### config.mk
export PLATFORM = sky130hd
export DESIGN_NAME = rx_eyeq_responder_flat
export DESIGN_NICKNAME = d
export VERILOG_FILES = /design/src/rtl/rx_eyeq_pkg.sv /design/src/rtl/rx_eyeq_if.sv /design/src/rtl/rx_eyeq_accum.sv /design/src/rtl/rx_eyeq_responder.sv /design/src/flat_wrapper.sv
export SDC_FILE = /design/constraint.sdc
export NUM_CORES = 1
export LEC_CHECK = 0
export ABC_AREA = 1
export ABC_CLOCK_PERIOD_IN_PS = 2200
export CORE_AREA = 4 4 99 101
export CTS_CLUSTER_SIZE = 12
export DETAILED_ROUTE_END_ITERATION = 16
export DIE_AREA = 0 0 103 105
export GPL_TIMING_DRIVEN = 0
export PLACE_DENSITY = 0.62
export SETUP_SLACK_MARGIN = 0.2
export SLEW_MARGIN = 20
export SYNTH_ARGS = -nofsm -noshare
export SYNTH_HDL_FRONTEND = slang
export SYNTH_SLANG_ARGS = --single-unit
### constraint.sdc
create_clock -name clk -period 2.2 [get_ports clk]
set_clock_uncertainty 0.15 [all_clocks]
set_input_delay 0.22 -clock clk [delete_from_list [all_inputs] [get_ports clk]]
set_output_delay 0.22 -clock clk [all_outputs]
set_load 0.01 [all_outputs]
### src/rtl/rx_eyeq_pkg.sv
// Shared types and helpers for the RX eye-quality responder.
// Mode encodings, power-down states, FSM states and mode decode functions.
package rx_eyeq_pkg;

  typedef enum logic [3:0] {
    EQM_STARTUP_NRZ_SDR   = 4'b0001,
    EQM_STARTUP_PAM4_SDR  = 4'b0010,
    EQM_STARTUP_ENRZ_SDR  = 4'b0011,
    EQM_STARTUP_NRZ_DDR   = 4'b0100,
    EQM_STARTUP_PAM4_DDR  = 4'b0101,
    EQM_STARTUP_ENRZ_DDR  = 4'b0110,
    EQM_BACKGROUND_NRZ    = 4'b1010,
    EQM_BACKGROUND_PAM4   = 4'b1011,
    EQM_BACKGROUND_ENRZ   = 4'b1100,
    EQM_WAKE_START_CDR    = 4'b1101
  } eyeqmode_t;

  typedef enum logic [1:0] {
    PD_NORMAL = 2'b00,
    PD_IDLE   = 2'b01,
    PD_COMA   = 2'b10,
    PD_SLEEP  = 2'b11
  } powerdown_t;

  typedef enum logic [1:0] {
    ST_IDLE   = 2'b00,
    ST_SETTLE = 2'b01,
    ST_SAMPLE = 2'b10,
    ST_DONE   = 2'b11
  } eyeq_state_t;

  function automatic logic is_valid_mode(input logic [3:0] mode);
    logic ok;
    case (mode)
      EQM_STARTUP_NRZ_SDR, EQM_STARTUP_PAM4_SDR, EQM_STARTUP_ENRZ_SDR,
      EQM_STARTUP_NRZ_DDR, EQM_STARTUP_PAM4_DDR, EQM_STARTUP_ENRZ_DDR,
      EQM_BACKGROUND_NRZ, EQM_BACKGROUND_PAM4, EQM_BACKGROUND_ENRZ,
      EQM_WAKE_START_CDR: ok = 1'b1;
      default:            ok = 1'b0;
    endcase
    return ok;
  endfunction

  // Settle lengths come from the instantiating module's parameters.
  function automatic int unsigned settle_cycles(input logic [3:0] mode,
                                                input int unsigned startup,
                                                input int unsigned bg,
                                                input int unsigned wake);
    int unsigned n;
    case (mode)
      EQM_STARTUP_NRZ_SDR, EQM_STARTUP_PAM4_SDR, EQM_STARTUP_ENRZ_SDR,
      EQM_STARTUP_NRZ_DDR, EQM_STARTUP_PAM4_DDR, EQM_STARTUP_ENRZ_DDR: n = startup;
      EQM_BACKGROUND_NRZ, EQM_BACKGROUND_PAM4, EQM_BACKGROUND_ENRZ:    n = bg;
      EQM_WAKE_START_CDR:                                              n = wake;
      default:                                                         n = 32'd0;
    endcase
    return n;
  endfunction

endpackage

### src/rtl/rx_eyeq_if.sv
// Controller-facing eye-quality handshake bundle (request, mode, power state, result).
interface rx_eyeq_if #(
  parameter int RES_W = 32
);
  logic [1:0]       rxpdwn;
  logic             rxeyeqreq;
  logic [3:0]       rxeyeqmode;
  logic             rxeyeqdone;
  logic [RES_W-1:0] rxeyeq;

  modport master (
    output rxpdwn, rxeyeqreq, rxeyeqmode,
    input  rxeyeqdone, rxeyeq
  );

  modport slave (
    input  rxpdwn, rxeyeqreq, rxeyeqmode,
    output rxeyeqdone, rxeyeq
  );
endinterface

### src/rtl/rx_eyeq_accum.sv
// Eye-margin sample accumulator: sums 2^LOG2_NSAMP valid samples and flags the last one.
// The average includes the sample presented in the cycle full_s is high.
module rx_eyeq_accum #(
  parameter int SMP_W      = 8,
  parameter int LOG2_NSAMP = 4
) (
  input  logic             clk,
  input  logic             rst,
  input  logic             clr,
  input  logic             en,
  input  logic             vld,
  input  logic [SMP_W-1:0] sample,
  output logic             full_s,
  output logic [SMP_W-1:0] avg_s
);
  localparam int SUM_W = SMP_W + LOG2_NSAMP;

  logic [SUM_W-1:0]      sum_r;
  logic [SUM_W-1:0]      sum_next_s;
  logic [LOG2_NSAMP-1:0] cnt_r;

  assign sum_next_s = sum_r + SUM_W'(sample);
  assign full_s     = en && vld && (cnt_r == {LOG2_NSAMP{1'b1}});
  assign avg_s      = SMP_W'(sum_next_s >> LOG2_NSAMP);

  // Running sum and sample count
  always_ff @(posedge clk) begin
    if (rst || clr) begin
      sum_r <= '0;
      cnt_r <= '0;
    end else if (en && vld) begin
      sum_r <= sum_next_s;
      cnt_r <= cnt_r + LOG2_NSAMP'(1);
    end else begin
      sum_r <= sum_r;
      cnt_r <= cnt_r;
    end
  end

endmodule

### src/rtl/rx_eyeq_responder.sv
// PHY-side responder of the RX eye-quality 4-way handshake: settle the equalizer,
// average eye-margin samples, return the result and hold it until the request drops.
module rx_eyeq_responder
  import rx_eyeq_pkg::*;
#(
  parameter int RES_W          = 32,
  parameter int SMP_W          = 8,
  parameter int LOG2_NSAMP     = 4,
  parameter int SETTLE_STARTUP = 64,
  parameter int SETTLE_BG      = 16,
  parameter int SETTLE_WAKE    = 32,
  parameter int TIMEOUT        = 1024
) (
  input  logic             clk,
  input  logic             rst,
  rx_eyeq_if.slave         bus,
  input  logic [SMP_W-1:0] eye_sample,
  input  logic             eye_sample_vld,
  output logic             afe_eq_en,
  output logic [3:0]       afe_eq_mode,
  output logic             aborted,
  output logic             protocol_err
);
  localparam int MAX_A   = (SETTLE_STARTUP > SETTLE_BG) ? SETTLE_STARTUP : SETTLE_BG;
  localparam int MAX_B   = (SETTLE_WAKE > TIMEOUT) ? SETTLE_WAKE : TIMEOUT;
  localparam int MAX_CNT = (MAX_A > MAX_B) ? MAX_A : MAX_B;
  localparam int CNT_W   = $clog2(MAX_CNT + 1);

  eyeq_state_t      state_r, state_s;
  logic             req_d_r;
  logic             done_r, done_s;
  logic [RES_W-1:0] res_r, res_s;
  logic             en_r, en_s;
  logic [3:0]       mode_r, mode_s;
  logic             abort_r, abort_s;
  logic             perr_r, perr_s;
  logic             chk_r, chk_s;
  logic [CNT_W-1:0] cnt_r, cnt_s;
  logic             acc_clr_s;
  logic             full_s;
  logic [SMP_W-1:0] avg_s;
  logic             req_rise_s;
  logic             pd_ok_s;

  assign req_rise_s = bus.rxeyeqreq && !req_d_r;
  assign pd_ok_s    = (bus.rxpdwn == PD_NORMAL);

  rx_eyeq_accum #(
    .SMP_W      (SMP_W),
    .LOG2_NSAMP (LOG2_NSAMP)
  ) u_accum (
    .clk    (clk),
    .rst    (rst),
    .clr    (acc_clr_s),
    .en     (state_r == ST_SAMPLE),
    .vld    (eye_sample_vld),
    .sample (eye_sample),
    .full_s (full_s),
    .avg_s  (avg_s)
  );

  // Next-state and next-output decode
  always_comb begin
    state_s   = state_r;
    done_s    = done_r;
    res_s     = res_r;
    en_s      = en_r;
    mode_s    = mode_r;
    abort_s   = abort_r;
    perr_s    = perr_r;
    chk_s     = chk_r;
    cnt_s     = cnt_r;
    acc_clr_s = 1'b0;

    // chk_r is set only while a validly captured mode is in use
    if (chk_r && (bus.rxeyeqmode != mode_r)) begin
      perr_s = 1'b1;
    end else begin
      perr_s = perr_r;
    end

    case (state_r)
      ST_IDLE: begin
        if (req_rise_s && !pd_ok_s) begin
          perr_s = 1'b1;
        end else if (req_rise_s && !is_valid_mode(bus.rxeyeqmode)) begin
          state_s = ST_DONE;
          done_s  = 1'b1;
          res_s   = '0;
          abort_s = 1'b1;
          en_s    = 1'b0;
        end else if (req_rise_s) begin
          state_s = ST_SETTLE;
          mode_s  = bus.rxeyeqmode;
          en_s    = 1'b1;
          abort_s = 1'b0;
          chk_s   = 1'b1;
          cnt_s   = CNT_W'(settle_cycles(bus.rxeyeqmode, SETTLE_STARTUP, SETTLE_BG, SETTLE_WAKE));
        end else begin
          state_s = ST_IDLE;
        end
      end
      ST_SETTLE: begin
        if (!bus.rxeyeqreq) begin
          state_s = ST_IDLE;
          perr_s  = 1'b1;
          en_s    = 1'b0;
          chk_s   = 1'b0;
        end else if (!pd_ok_s) begin
          state_s = ST_DONE;
          done_s  = 1'b1;
          res_s   = '0;
          abort_s = 1'b1;
          en_s    = 1'b0;
        end else if (cnt_r == '0) begin
          state_s   = ST_SAMPLE;
          acc_clr_s = 1'b1;
        end else begin
          cnt_s = cnt_r - CNT_W'(1);
        end
      end
      ST_SAMPLE: begin
        if (!bus.rxeyeqreq) begin
          state_s = ST_IDLE;
          perr_s  = 1'b1;
          en_s    = 1'b0;
          chk_s   = 1'b0;
        end else if (!pd_ok_s) begin
          state_s = ST_DONE;
          done_s  = 1'b1;
          res_s   = '0;
          abort_s = 1'b1;
          en_s    = 1'b0;
        end else if (full_s) begin
          state_s = ST_DONE;
          done_s  = 1'b1;
          res_s   = RES_W'(avg_s);
          en_s    = 1'b0;
        end else if (cnt_r == CNT_W'(TIMEOUT - 1)) begin
          state_s = ST_DONE;
          done_s  = 1'b1;
          res_s   = '0;
          abort_s = 1'b1;
          en_s    = 1'b0;
        end else begin
          cnt_s = cnt_r + CNT_W'(1);
        end
      end
      ST_DONE: begin
        if (!bus.rxeyeqreq) begin
          state_s = ST_IDLE;
          done_s  = 1'b0;
          chk_s   = 1'b0;
        end else begin
          done_s = 1'b1;
        end
      end
      default: begin
        state_s = ST_IDLE;
        done_s  = 1'b0;
        en_s    = 1'b0;
        chk_s   = 1'b0;
      end
    endcase
  end

  // State and registered output update
  always_ff @(posedge clk) begin
    if (rst) begin
      state_r <= ST_IDLE;
      req_d_r <= 1'b0;
      done_r  <= 1'b0;
      res_r   <= '0;
      en_r    <= 1'b0;
      mode_r  <= 4'b0000;
      abort_r <= 1'b0;
      perr_r  <= 1'b0;
      chk_r   <= 1'b0;
      cnt_r   <= '0;
    end else begin
      state_r <= state_s;
      req_d_r <= bus.rxeyeqreq;
      done_r  <= done_s;
      res_r   <= res_s;
      en_r    <= en_s;
      mode_r  <= mode_s;
      abort_r <= abort_s;
      perr_r  <= perr_s;
      chk_r   <= chk_s;
      cnt_r   <= cnt_s;
    end
  end

  assign bus.rxeyeqdone = done_r;
  assign bus.rxeyeq     = res_r;
  assign afe_eq_en      = en_r;
  assign afe_eq_mode    = mode_r;
  assign aborted        = abort_r;
  assign protocol_err   = perr_r;

endmodule
### src/flat_wrapper.sv
// flat-port wrapper written by rule: the top's interface ports become plain ports
module rx_eyeq_responder_flat import rx_eyeq_pkg::*;
#(
  parameter int RES_W          = 32,
  parameter int SMP_W          = 8,
  parameter int LOG2_NSAMP     = 4,
  parameter int SETTLE_STARTUP = 64,
  parameter int SETTLE_BG      = 16,
  parameter int SETTLE_WAKE    = 32,
  parameter int TIMEOUT        = 1024
)
  (clk, rst, eye_sample, eye_sample_vld, afe_eq_en, afe_eq_mode, aborted, protocol_err, bus_rxpdwn, bus_rxeyeqreq, bus_rxeyeqmode, bus_rxeyeqdone, bus_rxeyeq);
  rx_eyeq_if #(.RES_W(RES_W)) bus_i ();
  input  logic clk;
  input  logic rst;
  input  logic [SMP_W-1:0] eye_sample;
  input  logic eye_sample_vld;
  output logic afe_eq_en;
  output logic [3:0] afe_eq_mode;
  output logic aborted;
  output logic protocol_err;
  input wire logic [$bits(bus_i.rxpdwn)-1:0] bus_rxpdwn;
  input wire logic [$bits(bus_i.rxeyeqreq)-1:0] bus_rxeyeqreq;
  input wire logic [$bits(bus_i.rxeyeqmode)-1:0] bus_rxeyeqmode;
  output wire logic [$bits(bus_i.rxeyeqdone)-1:0] bus_rxeyeqdone;
  output wire logic [$bits(bus_i.rxeyeq)-1:0] bus_rxeyeq;
  assign bus_i.rxpdwn = bus_rxpdwn;
  assign bus_i.rxeyeqreq = bus_rxeyeqreq;
  assign bus_i.rxeyeqmode = bus_rxeyeqmode;
  assign bus_rxeyeqdone = bus_i.rxeyeqdone;
  assign bus_rxeyeq = bus_i.rxeyeq;
  rx_eyeq_responder #(.RES_W(RES_W), .SMP_W(SMP_W), .LOG2_NSAMP(LOG2_NSAMP), .SETTLE_STARTUP(SETTLE_STARTUP), .SETTLE_BG(SETTLE_BG), .SETTLE_WAKE(SETTLE_WAKE), .TIMEOUT(TIMEOUT)) u_core (.clk(clk), .rst(rst), .bus(bus_i), .eye_sample(eye_sample), .eye_sample_vld(eye_sample_vld), .afe_eq_en(afe_eq_en), .afe_eq_mode(afe_eq_mode), .aborted(aborted), .protocol_err(protocol_err));
endmodule
== Word-level counts from Yosys, hierarchy flattened ==
Memories as Yosys holds them, arrays and structs flattened.
Cells that the tools add are included.

* $add $sub $neg: 4
* Equal/unequal tests: 27
* Multiplexer cells: 73
* Bitwise logic cells: 2
* Reduce and logical (&&, ||, !) cells: 24

{| class="wikitable"
|+ Operators with widths
! operator !! count
|-
| 2-to-1 mux 32 bit || 8
|-
| 2-to-1 mux 11 bit || 10
|-
| one-hot mux 32 bit (3 select lines) || 1
|-
| 2-to-1 mux 1 bit || 37
|-
| one-hot mux 11 bit (3 select lines) || 1
|-
| 2-to-1 mux 2 bit || 10
|-
| inequality test 2 bit, second input constant || 10
|-
| adder 12 x 8 -> 12 bit || 1
|-
| AND reduction 4 bit || 3
|-
| adder 11 x 1 -> 11 bit, second input constant || 1
|-
| equality test 11 x 10 -> 1 bit, second input constant || 1
|-
| logical NOT 11 bit || 1
|-
| AND reduction 11 bit || 1
|-
| subtractor 11 x 1 -> 11 bit, second input constant || 1
|-
| inequality test 3 bit, second input constant || 3
|-
| inequality test 2 x 1 -> 1 bit, second input constant || 4
|-
| one-hot mux 2 bit (4 select lines) || 1
|-
| AND reduction 8 bit || 1
|-
| AND reduction 7 bit || 1
|-
| logical AND 1 bit || 6
|-
| one-hot mux 1 bit (3 select lines) || 2
|-
| AND reduction 6 bit || 1
|-
| inequality test 5 x 4 -> 1 bit, second input constant || 1
|-
| AND reduction 5 bit || 1
|-
| other kinds (17) || 23
|}

* Register bits: 71
* Bits in read-only memories: 64
* Bits of input ports: 18
* Output and inout bits: 40
* Logic and storage cells: 144
* Memories kept: 2

{| class="wikitable"
|+ Memories
! memory !! depth !! bits a word !! read ports !! clocked after Yosys merged registers in !! wr ports !! line !! RTL
|-
| (no name shown) || 16 || 3 || 1 || 0 || 0 || rx_eyeq_pkg.sv:50 || <nowiki>case (mode)</nowiki>
|-
| (no name shown) || 16 || 1 || 1 || 0 || 0 || rx_eyeq_pkg.sv:34 || <nowiki>case (mode)</nowiki>
|}

== Depth between registers and ports, before layout ==
Gate-level depths: netlist of the first run.

* Depth after elaboration: 10
* Gate-level depth with buffers: 17

== Cells and area by module ==
Synthesis of the first run repeated with hierarchy kept, for this count alone.

* Cells, all modules: 611
* Area, all modules: 3862.5 um^2

{| class="wikitable"
|+ By module, submodules not included
! module !! instances !! cells an instance !! area an instance (um^2) !! sequential area each (um^2)
|-
| rx_eyeq_responder || 1 || 412 || 2603.7 || 620.6
|-
| rx_eyeq_accum || 1 || 199 || 1258.7 || 320.3
|}

== Least setup slack after synthesis of the first run ==
No wires, ideal clock.

* Path type: register -> register
* Start: register u_core.state_r[0]
* End: register u_core.cnt_r[4]
* Arrival: 1.998 ns
* Data required time: 1.922 ns
* Slack: -0.075 ns
* Stages on the path, launching flop included: 16
* Buffers on the path: 0
* Clock period less this slack: 2.275 ns
* Path through: dfxtp_1 -> inv_1 -> ha_1 -> inv_1 -> nand2_1 -> nand2_1 -> inv_1 -> ha_1 -> o21bai_1 -> nand2_1 -> nand2_1 -> xor2_1 -> o21ai_0 -> nand2_1 -> nand2_1 -> nor2_1

* Longest elaborated chain between the ends: 5

{| class="wikitable"
|+ RTL lines
! element !! line !! RTL
|-
| from (decl) || rx_eyeq_responder.sv:29 || <nowiki>eyeq_state_t state_r, state_s;</nowiki>
|-
| from (signal assigned) || rx_eyeq_responder.sv:181 || <nowiki>state_r <= state_s;</nowiki>
|-
| equality test 2 bit || rx_eyeq_responder.sv:55, rx_eyeq_responder.sv:82 ||
|-
| logical AND 1 bit (2 in series) || rx_eyeq_accum.sv:23 || <nowiki>assign full_s = en && vld && (cnt_r == {LOG2_NSAMP{1'b1}});</nowiki>
|-
| inequality test 2 bit (no line) || - ||
|-
| AND reduction 11 bit (no line) || - ||
|-
| to (signal assigned) || rx_eyeq_responder.sv:190 || <nowiki>cnt_r <= cnt_s;</nowiki>
|-
| to (decl) || rx_eyeq_responder.sv:38 || <nowiki>logic [CNT_W-1:0] cnt_r, cnt_s;</nowiki>
|}

Several ways; a longest one is shown, not always the timed one.
A chain may end at the register's enable or synchronous reset.

== Worst setup path after layout of the first run ==
* Start: register u_core.state_r[0]
* End: register u_core.cnt_r[8]

Same word-level chain as after synthesis.

==> flow_metrics.env, run 1 <==
export IMPL_outcome="finished clean"
export IMPL_cpMostUsedCell="nand2_1"
export IMPL_power_total_mw=5.94
export IMPL_cts_inserted_buffers=5
export IMPL_setup_violations=0
export IMPL_route_detailed_drc=0
export IMPL_maxCapViolations=0
export IMPL_die_y_um=105
export IMPL_holdPathStages=4
export IMPL_drive_gt1_share_pct=23.7
export IMPL_ys_seq_area_share_pct=27.0
export IMPL_post_route_util_pct=52.1
export IMPL_wl_per_cell_um=12.4
export IMPL_cts_clk_slew_worst_paths_ps=90
export IMPL_timing_slew_headroom_pct=56.5
export IMPL_p_leak_nw=2.23
export IMPL_slew_violations=0
export IMPL_grt_pass1_vias=3448
export IMPL_syn_area_per_cell_sq_um=6.48
export IMPL_crit_fanout=4
export IMPL_antenna_left=0
export IMPL_cts_path_max_buffers=2
export IMPL_port_buffers=33
export IMPL_cts_hold_buf=0
export IMPL_cts_sinks=47
export IMPL_antenna_found_initial=0
export IMPL_crit_type="reg2reg"
export IMPL_synth_top_area_share_pct=27.0
export IMPL_start_kind="flop"
export IMPL_vias=3560
export IMPL_rsz0062_at_grt="true"
export IMPL_r2r_end="u_core.cnt_r[8]"
export IMPL_powerDensity_nw_per_um2=1260
export IMPL_start_util_pct=38.6
export IMPL_synthCells=537
export IMPL_io_pins=58
export IMPL_stdcell_count=731
export IMPL_worstSetupEndpointType="flop"
export IMPL_grt_max_degree=14
export IMPL_dr_first_iter_drc_count=122
export IMPL_synth_top_area_cell="dfxtp_1"
export IMPL_wirelength_mm=9.08
export IMPL_synth_cell_types=39
export IMPL_rows=35
export IMPL_setup_tns_ps=0
export IMPL_chipWidth_um=103
export IMPL_slowest_stage="dfxtp_4"
export IMPL_synth_async_sr_flop_share_pct=0
export IMPL_cts_root_buf="clkbuf_8"
export IMPL_reg2reg_slack_ps=90
export IMPL_cts_tree="done"
export IMPL_timing_final_crit_share_pct=96.0
export IMPL_syn_cell_area_sq_um=3480
export IMPL_synth_warnings=0
export IMPL_cp_slowest_stage_delay_ps=360
export IMPL_htreeDepth=2
export IMPL_core_area_sq_um=9020
export IMPL_dpl_cell_count=704
export IMPL_ys_seq_elements=47
export IMPL_synth_edf_count=0
export IMPL_num_nets_final=662
export IMPL_synth_top_cells_by_area="dfxtp_1 (27%), nand2_1 (16%), ha_1 (8.6%), nor2_1 (7.7%), inv_1 (6.5%)"
export IMPL_crit_path_cell_trace="inv_4 -> ha_4 -> inv_8 -> buf_12 -> ha_4 -> a21oi_4 -> nor2_2 -> nor2_2 -> nand2_1 -> nand2_1 -> nand2_1 -> nor2_1 -> nand2_1 -> a21oi_2"
export IMPL_fmax_ghz=0.474
export IMPL_rr_worst_depth=14
export IMPL_reg2reg_from="u_core.state_r[0]"
export IMPL_final_common_cell="nand2_1"
export IMPL_gp_congestion=0.854
export IMPL_peakVddDrop_v=0.000443
export IMPL_synthFlopType="dfxtp_1"
export IMPL_grt_pass1_wl_mm=15.1
export IMPL_crit_required_ps=2280
export IMPL_syn_to_final_growth_pct=35.0
export IMPL_vias_per_cell=4.87
export IMPL_place_hpwl_mm=6.59
export IMPL_antenna_cells=0
export IMPL_cp_arrival_ps=2200
export IMPL_min_period_ps=2110
export IMPL_grt_usage_pct=17.0
export IMPL_mostFrequentLayoutCells="nand2_1 (119), nor2_1 (60), inv_1 (53), dfxtp_1 (44), buf_4 (40)"
export IMPL_holdCritPathClass="in2reg"
export IMPL_hold_start="eye_sample[0]"
export IMPL_clk_latency_ps=300
export IMPL_gr_total_overflow=0
export IMPL_hold_viol_final=0
export IMPL_hold_end="u_core.u_accum.sum_r[0]"
export IMPL_die_area_sq_um=10800
export IMPL_first_pass_iters=4
export IMPL_worst_pin_slew_ps=652
## state kept, by name, summed over array words and instances (netlist names)
name / cells
u_core.afe_eq_en: 1
u_core.afe_eq_mode: 4
u_core.chk_r: 1
u_core.req_d_r: 1
u_core.state_r: 2
u_core.bus.rxeyeq: 8
u_core.protocol_err: 1
u_core.cnt_r: 11
u_core.u_accum.cnt_r: 4
u_core.u_accum.sum_r: 12
u_core.aborted: 1
u_core.bus.rxeyeqdone: 1
## report_power, final
part           switching, mW  internal, mW
logic                   2.42          1.80
clock network          0.297         0.224
registers              0.180          1.02
total                   2.90          3.05
## kinds of logic after synthesis
group / synth area share (%)
other: 0.108
XOR/XNOR: 3.77
flip-flops: 27.0
buffers and inverters: 13.3
AND/OR/NAND/NOR: 33.7
AO/OA/AOI/OAI: 12.9
adder cells (fa/ha/maj): 9.20
## layout make-up
class / instances / area, sq um
Clock buffer: 7 / 76.3
Tap cell: 111 / 139
Multi-Input combinational cell: 418 / 2540
Sequential cell: 47 / 947
Fill cell: 903 / 4320
Timing Repair Buffer: 51 / 505
Timing Repair inverter: 1 / 8.76
Buffer: 32 / 233
Inverter: 63 / 246
Clock inverter: 1 / 5.00
## per-layer routing
metal  track usage [%]  share of wire, %  vias up  wire length, um
met5                 0                 0        -                0
met4              4.26               1.2        0              112
met3              2.40               3.6        9              331
met2              31.1                53       64             4810
met1              20.5                42     1644             3830
li1                  -                 -     1843                -
## per-stage QoR
step	setup WS (ps)	cell area [sq um]	hold slack (ps)
6_report	89.0	4700	235
5_1_grt	-58.0	4700	282
4_1_cts	101	4530	314
3_5_place_dp	-235	4060	300
3_3_place_gp	-199	4060	291
2_1_floorplan	214	3590	139
## worst max-delay path by stage
stage	startpoint	to	slack, ps	cells after the start
final	u_core.state_r[0]	u_core.cnt_r[8]	90	14
after global routing	u_core.state_r[0]	u_core.cnt_r[9]	-60	15
after CTS	u_core.state_r[0]	u_core.cnt_r[4]	100	14
after detailed placement	eye_sample[0]	u_core.u_accum.sum_r[8]	-230	11
after global placement	eye_sample[0]	u_core.bus.rxeyeq[4]	-200	11
after floorplan	u_core.state_r[0]	u_core.cnt_r[4]	210	15
## critical path: cells and delay by family (launching register included)
kind,cells,cell delay [ps]
DFF,1,360
adders and majority gates,2,490
and+or+nand+nor,7,470
AOI/OAI and AO/OA,2,300
buffers and inverters,3,250
## cells in the mapped netlist (2+ instances only)
cell type	count
nand4_1	8
a21o_1	6
nand3_2	2
nor2_1	71
nand3_1	32
o21ai_2	2
xor2_1	12
a21oi_1	41
xnor2_1	3
dfxtp_1	47
inv_1	60
buf_4	26
nand2_1	144
or2_2	2
o21bai_1	2
nor2_2	2
a31oi_1	2
nand3b_1	2
nor3_1	3
o21ai_0	21
o21ai_1	3
clkbuf_1	4
ha_1	24
inv_2	3
## what timing repair did
action / 4_1_cts / 5_1_grt
resized for setup: 56 / 45
buffers inserted: 15 / 3
pin swaps: 35 / 31
setup endpoints to repair: 32 / 35
cloned: 1 / 0
Power figures use the tool's default switching activity.
==> run 2, diff against run 1 <==
--- a/config.mk
+++ b/config.mk
@@ -12,7 +12,7 @@
 export DETAILED_ROUTE_END_ITERATION = 16
 export DIE_AREA = 0 0 103 105
 export GPL_TIMING_DRIVEN = 0
-export PLACE_DENSITY = 0.62
+export PLACE_DENSITY_LB_ADDON = 0.1
 export SETUP_SLACK_MARGIN = 0.2
 export SLEW_MARGIN = 20
 export SYNTH_ARGS = -nofsm -noshare
==> run 2 against run 1 <==
  * Maximum frequency fell by 2.5%
  * Die area unchanged
  * Highest routed layer unchanged
  * Non-clock buffer count is 5 higher
  * Hold slack got worse by 11 ps
  * Critical endpoint is now u_core.cnt_r[9]
  * Critical path depth is 1 lower
  * Routed wire length rose by 4.2%
  * Count of clock-buffer cells in the layout decreased by 1
==> flow_metrics.env, run 2 (synthesized netlist as in run 1, its figures left out) <==
export IMPL_antenna_left=0
export IMPL_crit_buf_inv=2
export IMPL_vias_per_cell=4.85
export IMPL_num_nets_final=666
export IMPL_first_pass_iters=4
export IMPL_cts_tree="done"
export IMPL_largest_reg_flops=12
export IMPL_path_depth=13
export IMPL_worstSetupEndpointType="flop"
export IMPL_mostFrequentLayoutCells="nand2_1 (116), nor2_1 (60), inv_1 (55), dfxtp_1 (44), buf_4 (42)"
export IMPL_cpMostUsedCell="nor2_1"
export IMPL_crit_path_end="u_core.cnt_r[9]"
export IMPL_hold_viol_final=0
export IMPL_wirelength_mm=9.46
export IMPL_r2r_end="u_core.cnt_r[9]"
export IMPL_antenna_cells=0
export IMPL_grt_pass1_vias=3180
export IMPL_grt_max_degree=15
export IMPL_rows=35
export IMPL_crit_required_ps=2210
export IMPL_cts_clk_slew_worst_paths_ps=90
export IMPL_gr_total_overflow=0
export IMPL_grt_pass1_wl_mm=14.9
export IMPL_outcome="finished clean"
export IMPL_p_leak_nw=2.30
export IMPL_setup_violations=0
export IMPL_antenna_found_initial=0
export IMPL_cts_inserted_buffers=5
export IMPL_reg2reg_slack_ps=40
export IMPL_holdCritPathClass="in2reg"
export IMPL_fin_area_sq_um=4910
export IMPL_gp_congestion=0.857
export IMPL_wl_per_cell_um=12.9
export IMPL_rsz0062_at_grt="true"
export IMPL_cts_root_buf="clkbuf_8"
export IMPL_start_util_pct=38.6
export IMPL_vias=3567
export IMPL_peakVddDrop_v=0.000572
export IMPL_cts_sinks=47
export IMPL_crit_type="reg2reg"
export IMPL_reg2reg_from="u_core.state_r[0]"
export IMPL_worst_pin_slew_ps=724
export IMPL_start_kind="flop"
export IMPL_htreeDepth=2
export IMPL_maxCapViolations=0
export IMPL_slew_violations=0
export IMPL_min_period_ps=2160
export IMPL_io_pins=58
export IMPL_route_detailed_drc=0
export IMPL_dpl_cell_area_sq_um=4060
export IMPL_crit_start="u_core.state_r[0]"
export IMPL_cp_slowest_stage_delay_ps=370
export IMPL_drive_gt1_share_pct=26.9
export IMPL_final_common_cell="nand2_1"
export IMPL_crit_family="simple AND/OR/NAND/NOR gates"
export IMPL_timing_slew_headroom_pct=51.7
export IMPL_syn_to_final_growth_pct=41.0
export IMPL_powerDensity_nw_per_um2=1260
export IMPL_core_area_sq_um=9020
export IMPL_place_hpwl_mm=6.68
export IMPL_cts_path_max_buffers=2
export IMPL_port_buffers=33
export IMPL_clk_latency_ps=300
export IMPL_crit_path_cell_trace="inv_6 -> ha_4 -> inv_8 -> ha_2 -> nand2_1 -> nor2_2 -> nand4_1 -> nand3_1 -> nand2_1 -> nand2_2 -> nor2_1 -> nor2_1 -> nor2_1"
export IMPL_chipWidth_um=103
export IMPL_slowest_stage="dfxtp_4"
export IMPL_die_y_um=105
export IMPL_crit_fanout=6
export IMPL_rr_worst_depth=13
export IMPL_post_route_util_pct=54.4
export IMPL_regMostFlops="u_core.u_accum.sum_r"
export IMPL_dr_first_iter_drc_count=102
export IMPL_fmax_ghz=0.462
export IMPL_die_area_sq_um=10800
export IMPL_timing_final_crit_share_pct=98.4
export IMPL_cp_arrival_ps=2180
export IMPL_grt_usage_pct=16.9
[run 2: final cells by class]
type                    count  area, sq um
fillers                   897         4110
multi-input cells         418         2650
flip-flops and latches     47          950
repair buffers             56          558
inverters                  63          251
plain buffers              32          246
well taps                 111          139
clock buffers               6         82.6
clock inverters             2         35.0
[run 2: through the flow]
| stage | hold slack (ps) | std cells | TNS (ps) | worst slack, ps | total power, mW |
|---|---|---|---|---|---|
| global placement | 301 | 704 | -1640 | -243 | 4.22 |
| CTS | 317 | 725 | 0 | 79.5 | 5.46 |
| finish | 223 | 735 | 0 | 35.8 | 6.19 |
| global route | 240 | 735 | -677 | -121 | 6.73 |
| detailed placement | 306 | 704 | -2110 | -289 | 4.24 |
| floorplan | 139 | 560 | 0 | 214 | 3.50 |
[run 2: how the worst min path moves through the flow]
stage | cells past startpoint | slack [ps] | to | startpoint
after detailed placement | 2 | 310 | u_core.bus.rxeyeq[5] | u_core.bus.rxeyeq[5]
after global routing | 3 | 240 | u_core.afe_eq_mode[1] | bus_rxeyeqmode[1]
final | 3 | 220 | u_core.afe_eq_mode[1] | bus_rxeyeqmode[1]
after floorplan | 1 | 140 | u_core.bus.rxeyeq[0] | rst
after global placement | 2 | 300 | u_core.bus.rxeyeqdone | u_core.bus.rxeyeqdone
after CTS | 2 | 320 | u_core.bus.rxeyeq[5] | u_core.bus.rxeyeq[5]
[run 2: worst register-to-register path, delay by kind of cell (launching register included)]
kind                       cells  cell delay (ps)
adders and majority gates      2              540
buffers and inverters          2              120
DFF                            1              370
and+or+nand+nor                9              850
[run 2: power breakdown]
group / leakage, nW / switching (mW) / internal (mW)
Sequential: 0.384 / 0.195 / 1.03
Clock: 0.0612 / 0.294 / 0.368
Combinational: 1.85 / 2.50 / 1.81
Total: 2.30 / 2.98 / 3.21
[run 2: routing by layer]
metal | up-vias | wire, um | global-route usage [%]
li1 | 1851 | - | -
met1 | 1622 | 4340 | 24.3
met2 | 83 | 4560 | 26.2
met3 | 11 | 465 | 2.07
met4 | 0 | 97 | 4.63
met5 | - | 0 | 0
[run 2: timing repair]
action,in CTS,in global routing
gates resized for setup,45,93
buffers inserted,13,9
setup endpoints to repair,34,35
cloned,0,1
pin swaps,22,30
hold buffers,0,0
==> run 3, diff against run 2 <==
--- a/config.mk
+++ b/config.mk
@@ -7,10 +7,10 @@
 export LEC_CHECK = 0
 export ABC_AREA = 1
 export ABC_CLOCK_PERIOD_IN_PS = 2200
-export CORE_AREA = 4 4 99 101
+export CORE_AREA = 2 2 97 99
 export CTS_CLUSTER_SIZE = 12
 export DETAILED_ROUTE_END_ITERATION = 16
-export DIE_AREA = 0 0 103 105
+export DIE_AREA = 0 0 99 101
 export GPL_TIMING_DRIVEN = 0
 export PLACE_DENSITY_LB_ADDON = 0.1
 export SETUP_SLACK_MARGIN = 0.2
==> run 3 against run 2 <==
  * First-iteration DRC count is 0.98% lower
  * Maximum frequency increased by 2.4%
  * Non-clock buffer count is 9 lower
  * Sequential power about the same
  * Die area down 7.5%
  * Via count is 2.7% lower
  * Highest routed layer unchanged
  * Worst setup slack better by 52 ps
  * Sequential share of layout area grew 0.84 points
  * Combinational power shrank 6.0%
  * Critical path type unchanged
==> flow_metrics.env, run 3 (synthesized netlist as in run 1, its figures left out) <==
export IMPL_outcome="finished clean"
export IMPL_antenna_left=0
export IMPL_htreeDepth=2
export IMPL_min_period_ps=2110
export IMPL_hold_slack_ps=302
export IMPL_setup_violations=0
export IMPL_io_pins=58
export IMPL_timing_final_crit_share_pct=96.0
export IMPL_core_area_sq_um=8980
export IMPL_syn_to_final_growth_pct=35.1
export IMPL_die_y_um=101
export IMPL_timing_slew_headroom_pct=51.7
export IMPL_clk_latency_ps=300
export IMPL_maxCapViolations=0
export IMPL_rsz0062_at_grt="true"
export IMPL_stdcell_count=727
export IMPL_regMostFlops="u_core.u_accum.sum_r"
export IMPL_gp_congestion=0.841
export IMPL_vias=3469
export IMPL_reg2reg_slack_ps=90
export IMPL_holdPathStages=2
export IMPL_first_pass_iters=4
export IMPL_grt_max_degree=15
export IMPL_cts_clk_slew_worst_paths_ps=90
export IMPL_powerDensity_nw_per_um2=1250
export IMPL_drive_gt1_share_pct=23.4
export IMPL_largest_reg_flops=12
export IMPL_fmax_ghz=0.473
export IMPL_grt_pass1_vias=3167
export IMPL_r2r_end="u_core.cnt_r[4]"
export IMPL_grt_usage_pct=17.8
export IMPL_rows=35
export IMPL_reg2reg_from="u_core.state_r[0]"
export IMPL_grt_pass1_wl_mm=14.4
export IMPL_gr_total_overflow=0
export IMPL_setup_tns_ps=0
export IMPL_slew_violations=0
export IMPL_crit_fanout=5
export IMPL_antenna_found_initial=0
export IMPL_worst_pin_slew_ps=725
export IMPL_cp_arrival_ps=2140
export IMPL_hold_viol_final=0
export IMPL_crit_required_ps=2230
export IMPL_vias_per_cell=4.77
export IMPL_cts_inserted_buffers=5
export IMPL_wl_per_cell_um=12.5
export IMPL_wirelength_mm=9.06
export IMPL_crit_type="reg2reg"
export IMPL_cts_tree="done"
export IMPL_antenna_cells=0
export IMPL_cts_path_max_buffers=2
export IMPL_port_buffers=33
export IMPL_mostFrequentLayoutCells="nand2_1 (121), nor2_1 (60), inv_1 (56), dfxtp_1 (44), buf_4 (37)"
export IMPL_hold_end="u_core.bus.rxeyeqdone"
export IMPL_start_kind="flop"
export IMPL_worstSetupEndpointType="flop"
export IMPL_die_area_sq_um=10000
export IMPL_holdCritPathClass="reg2reg"
export IMPL_route_detailed_drc=0
export IMPL_hold_start="u_core.bus.rxeyeqdone"
export IMPL_start_util_pct=38.8
export IMPL_cts_sinks=47
export IMPL_cts_root_buf="clkbuf_8"
export IMPL_fillers=888
export IMPL_place_hpwl_mm=6.54
export IMPL_chipWidth_um=99
export IMPL_peakVddDrop_v=0.000414
export IMPL_dr_first_iter_drc_count=101
export IMPL_post_route_util_pct=52.4
export IMPL_rr_worst_depth=15
export IMPL_dpl_cell_count=704
export IMPL_p_leak_nw=2.21
export IMPL_num_nets_final=658
export IMPL_final_common_cell="nand2_1"
[run 3: routing by layer]
layer	routed length, um	track usage, %	part of all wire [%]	vias up
met5	0	0	0	-
met4	101	5.58	1.1	0
met3	256	3.19	2.8	6
met2	4480	31.1	49	46
met1	4220	22.3	47	1590
li1	-	-	-	1827
[run 3: worst max-delay path: stages, from the launching register on]
cell and delay (ps):
dfxtp_4 390, inv_4 50, ha_4 200, inv_8 100
nand2_4 60, nand2_4 80, inv_4 40, ha_4 140
o21bai_4 190, nand2_2 90, nand2_4 70, xor2_2 150
o21ai_1 130, nand2_1 60, nand2_1 50, nor2_1 30
[run 3: worst max path at each step]
stage                      startpoint                      end  depth (start not counted)
detailed placement      eye_sample[0]  u_core.u_accum.sum_r[8]                         11
floorplan           u_core.state_r[0]          u_core.cnt_r[4]                         15
CTS                 u_core.state_r[0]          u_core.cnt_r[4]                         15
global placement        eye_sample[0]  u_core.u_accum.sum_r[8]                         11
finish              u_core.state_r[0]          u_core.cnt_r[4]                         15
global route        u_core.state_r[0]          u_core.cnt_r[4]                         15
[run 3: repair_timing]
| item | 4_1_cts | 5_1_grt |
|---|---|---|
| buffers inserted | 7 | 6 |
| gates cloned | 2 | 0 |
| pin swaps | 19 | 26 |
| endpoints found under the setup margin | 38 | 33 |
| gates resized for setup | 44 | 64 |
| hold buffers | 0 | 0 |
[run 3: final cells by class]
type	instances	area (sq um)	area share (%)
multi-input combinational	418	2560	54.5
sequential	47	950	20.2
timing repair buffer	47	452	9.60
inverter	63	254	5.40
buffer	32	233	4.95
tap	111	139	2.95
clock buffer	7	96.3	2.05
timing repair inverter	1	8.76	0.186
clock inverter	1	7.51	0.160
[run 3: per-stage QoR]
stage	setup slack, ps	area [sq um]	total power, mW
after floorplan	214	3590	3.50
after global placement	-215	4060	4.20
after detailed placement	-244	4060	4.22
after CTS	83.3	4460	5.39
after global routing	-56.8	4700	6.43
final	87.5	4700	5.88
[run 3: where the power goes]
part	switching, mW	internal (mW)	leakage (nW)	total [mW]
clock network	0.320	0.287	0.0505	0.607
registers	0.195	1.03	0.384	1.22
logic	2.37	1.67	1.78	4.05
==> edit 1, RTL diff (config.mk and constraints of run 2) <==
`res_r` no longer has a reset.
--- a/src/rtl/rx_eyeq_responder.sv
+++ b/src/rtl/rx_eyeq_responder.sv
@@ -170,7 +170,6 @@
       state_r <= ST_IDLE;
       req_d_r <= 1'b0;
       done_r  <= 1'b0;
-      res_r   <= '0;
       en_r    <= 1'b0;
       mode_r  <= 4'b0000;
       abort_r <= 1'b0;
@@ -181,7 +180,6 @@
       state_r <= state_s;
       req_d_r <= bus.rxeyeqreq;
       done_r  <= done_s;
-      res_r   <= res_s;
       en_r    <= en_s;
       mode_r  <= mode_s;
       abort_r <= abort_s;
@@ -191,6 +189,10 @@
     end
   end
 
+  always_ff @(posedge clk) begin
+    res_r <= res_s;
+  end
+
   assign bus.rxeyeqdone = done_r;
   assign bus.rxeyeq     = res_r;
   assign afe_eq_en      = en_r;
Formal check against the unedited RTL: same outputs for any inputs over 4 cycles, from zero or initial values and one cycle with rst high; that may be too few to reach the edited logic, so the function may still have changed.
==> edit 1 against run 2 <==
Global-route usage is 0.058 points lower. Hold slack better by 21 ps. Area after synthesis is 2.3% lower. Worst setup slack gained 56 ps. Power is 3.9% lower. Final area shrank 1.5%. Routed wire length fell by 0.61%. Sequential cell count unchanged. First-iteration DRC count up 39%.
==> edit 1: results (changes against run 2) <==
finish:
  final_layout_size_suffix_gt1_share_pct: 26.8  # -0.12 points
  nNetsFinal: 640  # -3.9%
sta:
  drv_slew: 0  # unchanged
  worst_pin_slew_ps: 676  # -47.8 ps
  worst_slack_ps: 92.1  # +56.4 ps
yosys:
  synth_commonest_cells: "nand2_1, nor2_1, inv_1, a21oi_1, dfxtp_1"
  yosys_warnings: 0  # unchanged
  synthXorXnorAreaFrac_pct: 4.12  # +0.35 points
  synthAdderAreaFrac_pct: 9.79  # +0.59 points
  ys_top_cells_by_area: "dfxtp_1, nand2_1, ha_1"
  synth_edf_count: 8  # +8
  synthMuxAreaShare_pct: 0.294  # +0.29 points
  synth_compound_area_share_pct: 12.1  # -0.76 points
  yosysSeqAreaShare_pct: 30.0  # +3.0 points
  synth_cell_type_count: 39  # unchanged
  ys_async_sr_fraction_pct: 0  # unchanged
  synthCells: 502  # -6.5%
place:
  io_buffers: 33  # unchanged
  hpwl_um: 6340  # -5.2%
  gp_congestion: 0.878  # +2.4%
  dpl_worst_slack_ps: -409  # -120 ps
clock_network:
  ctsResizeCount: 54  # +20%
  cts_setup_buffers: 15  # +2
  path_clk_slew_ps: 100
critical_path:
  crit_fanout: 5  # -1
  r2r-start: "u_core.state_r[0]$_SDFFE_PP0P_"
  endpoint: "u_core.cnt_r[6]$_SDFFE_PP0P_"
  crit_path_top_delay_cell: "dfxtp_4"
  reg2regPathDepth: 13  # unchanged
grt:
  grt_pass1_vias: 3177  # -0.094%
  met3_usage_pct: 2.40  # +0.33 points
  grt_antenna_before_repair: 0  # unchanged
  use_met1_pct: 23.4  # -0.92 points
  grt_use_met2_pct: 27.0  # +0.82 points
  grt_pass1_wl_um: 14700  # -0.88%
  grt_max_degree: 16  # +1
  globalRouteTotalUtil_pct: 16.8  # -0.058 points
drt:
  topRoutingLayerUsed: "met4"
  wl_per_cell_um: 13.3  # +3.2%
  met3_wirelength_um: 383  # -18%
  vias: 3418  # -4.2%
  dr_wl_met2_um: 4600  # +0.79%
  firstDrtPassIters: 4  # unchanged
  wl_met1_um: 4300  # -0.92%
  drt_iter0_drc: 142  # +39%
power_and_ir_drop:
  power_density_nw_per_um2: 1230  # -2.4%
  pg_comb_w: 0.00400  # -7.2%
  power_clock_w: 0.000654  # -1%
  power_leakage_nw: 2.19  # -4.4%
  ir_drop_v: 0.000515  # -10%
  internal-power_w: 0.00322  # +0.25%
hold_path:
  hold_class: "input port to flip-flop"
  hold_path_end: "u_core.afe_eq_mode[2]$_SDFFE_PP0P_"
  worstHoldStart: "bus_rxeyeqmode[2]"
outcome:
  status: "finished, final reports clean"
[edit 1: cell count changes in the layout (fill, tap and decap cells not counted), moves of 8 or more]
cell | run 2 | this run
a21oi_1 | 27 | 35
dfxtp_1 | 44 | 35
edfxtp_1 | 0 | 8
nand2_1 | 116 | 102
nand2_2 | 25 | 16
nor2_1 | 60 | 48
[edit 1: stage by stage]
stage	area [um^2]	cells	hold WS (ps)	util, %	TNS (ps)
2_1_floorplan	3550	525	139	-	0
3_3_place_gp	4020	669	288	44.5	-5670
3_5_place_dp	4020	669	291	44.5	-5830
4_1_cts	4500	694	299	49.9	0
5_1_grt	4840	708	301	53.6	-51.1
6_report	4840	708	244	53.6	0
[edit 1: cell type report]
class | instances | area, um^2
buffer | 30 | 219
clock buffer | 6 | 72.6
clock inverter | 2 | 37.5
fill | 868 | 4180
inverter | 63 | 265
multi-input combinational | 385 | 2480
sequential | 47 | 1030
tap | 111 | 139
timing repair buffer | 63 | 586
timing repair inverter | 1 | 8.76
==> edit 2, RTL diff (flow settings as in run 2) <==
Without the edit above. `SETTLE_STARTUP` is set to 64 in 2 places; all go to 256.
--- a/src/rtl/rx_eyeq_responder.sv
+++ b/src/rtl/rx_eyeq_responder.sv
@@ -6,7 +6,7 @@
   parameter int RES_W          = 32,
   parameter int SMP_W          = 8,
   parameter int LOG2_NSAMP     = 4,
-  parameter int SETTLE_STARTUP = 64,
+  parameter int SETTLE_STARTUP = 256,
   parameter int SETTLE_BG      = 16,
   parameter int SETTLE_WAKE    = 32,
   parameter int TIMEOUT        = 1024
--- a/src/flat_wrapper.sv
+++ b/src/flat_wrapper.sv
@@ -4,7 +4,7 @@
   parameter int RES_W          = 32,
   parameter int SMP_W          = 8,
   parameter int LOG2_NSAMP     = 4,
-  parameter int SETTLE_STARTUP = 64,
+  parameter int SETTLE_STARTUP = 256,
   parameter int SETTLE_BG      = 16,
   parameter int SETTLE_WAKE    = 32,
   parameter int TIMEOUT        = 1024
Check against the original RTL: no difference found for any inputs over 4 cycles, from zero or initial values and one cycle with rst high; that may be too few to reach the edited logic, so the function may still have changed.
==> edit 2 against run 2 <==
Core utilization is 0.65 points lower. Power increased by 14%. Area after synthesis rose by 2.2%. Worst setup slack improved by 59 ps. Routed wire length shrank 2.4%. Final area is 1.2% lower. Sequential cell count is the same. Critical path type unchanged. Via count increased by 0.87%.
==> edit 2: results (changes against run 2) <==
critical_path:
  r2r-start: "u_core.state_r[1]$_SDFFE_PP0P_"
  endpoint: "u_core.cnt_r[9]$_SDFFE_PP0P_"
  critPathArrivalTime_ps: 2200  # +20 ps
  crit_fanout: 6  # unchanged
  r2r_end: "u_core.cnt_r[9]$_SDFFE_PP0P_"
  start_kind: "flip-flop"
  slowest_delay_ps: 410  # +40 ps
  crit_path_top_delay_cell: "dfxtp_4"
  reg2regPathDepth: 12  # -1
  rrSetupSlack_ps: 90  # +60 ps
  crit_family: "simple AND/OR/NAND/NOR gates"
place:
  hpwl_um: 6650  # -0.54%
  gp_congestion: 0.891  # +3.9%
  dpl-instance-area_um2: 4120  # +1.6%
  dp_cells: 708  # +0.57%
  io_buffers: 32  # -3.0%
  dpl_worst_slack_ps: -231  # +57.8 ps
clock_network:
  cts_buffers: 5  # unchanged
  cts_max_level: 2  # unchanged
  root_buffer: "clkbuf_8"
  path_clk_slew_ps: 100
drt:
  drt_iter0_drc: 134  # +31%
  firstDrtPassIters: 4  # unchanged
  finalWirelength_um: 9240  # -2.4%
  viasPerCell: 4.81  # -0.88%
  wl_per_cell_um: 12.3  # -4.1%
finish:
  largest_register: "u_core.u_accum.sum_r"
  antenna_cells: 0  # unchanged
  nNetsFinal: 679  # +2.0%
  final_layout_size_suffix_gt1_share_pct: 26.8  # -0.078 points
yosys:
  synthXorXnorAreaFrac_pct: 3.45  # -0.33 points
  synthMuxAreaShare_pct: 0  # unchanged
  synth_commonest_cells: "nand2_1, nor2_1, inv_1, dfxtp_1, a21oi_1"
  ys_top_cells_by_area: "dfxtp_1, nand2_1, ha_1"
  yosysSeqAreaShare_pct: 26.5  # -0.57 points
  synth_cell_type_count: 38  # -2.6%
  synthAdderAreaFrac_pct: 9.00  # -0.19 points
  ys_async_sr_fraction_pct: 0  # unchanged
  syn_area_per_cell_um2: 6.56  # +1.2%
  synth_compound_area_share_pct: 12.6  # -0.24 points
  yosys_warnings: 0  # unchanged
power_and_ir_drop:
  power_clock_w: 0.000550  # -17%
  p_sw_w: 0.00346  # +16%
  power_leakage_nw: 2.27  # -1.1%
  ir_drop_v: 0.000588  # +2.7%
  pwr-share-comb_pct: 73.4  # +3.8 points
  internal-power_w: 0.00360  # +12%
hold_path:
  worstHoldStart: "bus_rxeyeqreq"
  hold_path_end: "u_core.req_d_r$_SDFF_PP0_"
grt:
  grt_pass1_wl_um: 14900  # +0.46%
  globalRouteTotalUtil_pct: 16.8  # -0.018 points
  grt_pass1_vias: 3314  # +4.2%
  grt_max_degree: 16  # +1
sta:
  max_freq_mhz: 475  # +2.8%
  maxSlewHeadroom_pct: 57.4  # +5.7 points
  hold-worst-slack_ps: 44.4  # -179 ps
outcome:
  status: "finished, final reports clean"
edit 2: area by class of cell:
| type | count | area (um^2) |
|---|---|---|
| Multi-Input combinational cell | 421 | 2570 |
| Fill cell | 866 | 4170 |
| Tap cell | 111 | 139 |
| Inverter | 64 | 265 |
| Clock buffer | 6 | 72.6 |
| Timing Repair Buffer | 64 | 591 |
| Clock inverter | 2 | 16.3 |
| Buffer | 33 | 246 |
| Sequential cell | 47 | 951 |
edit 2: layer usage:
metal | share of wire [%] | track usage, % | vias up | wire length [um]
li1 | - | - | 1880 | -
met1 | 44 | 21.4 | 1622 | 4050
met2 | 50 | 29.0 | 82 | 4610
met3 | 4.6 | 2.60 | 14 | 421
met4 | 1.6 | 4.53 | 0 | 150
met5 | 0 | 0 | - | 0
edit 2: timing repair:
action | CTS | global route
pin swaps | 18 | 28
resized for setup | 55 | 65
cloned | 1 | 0
buffers inserted | 16 | 15
endpoints found under the setup margin | 37 | 33
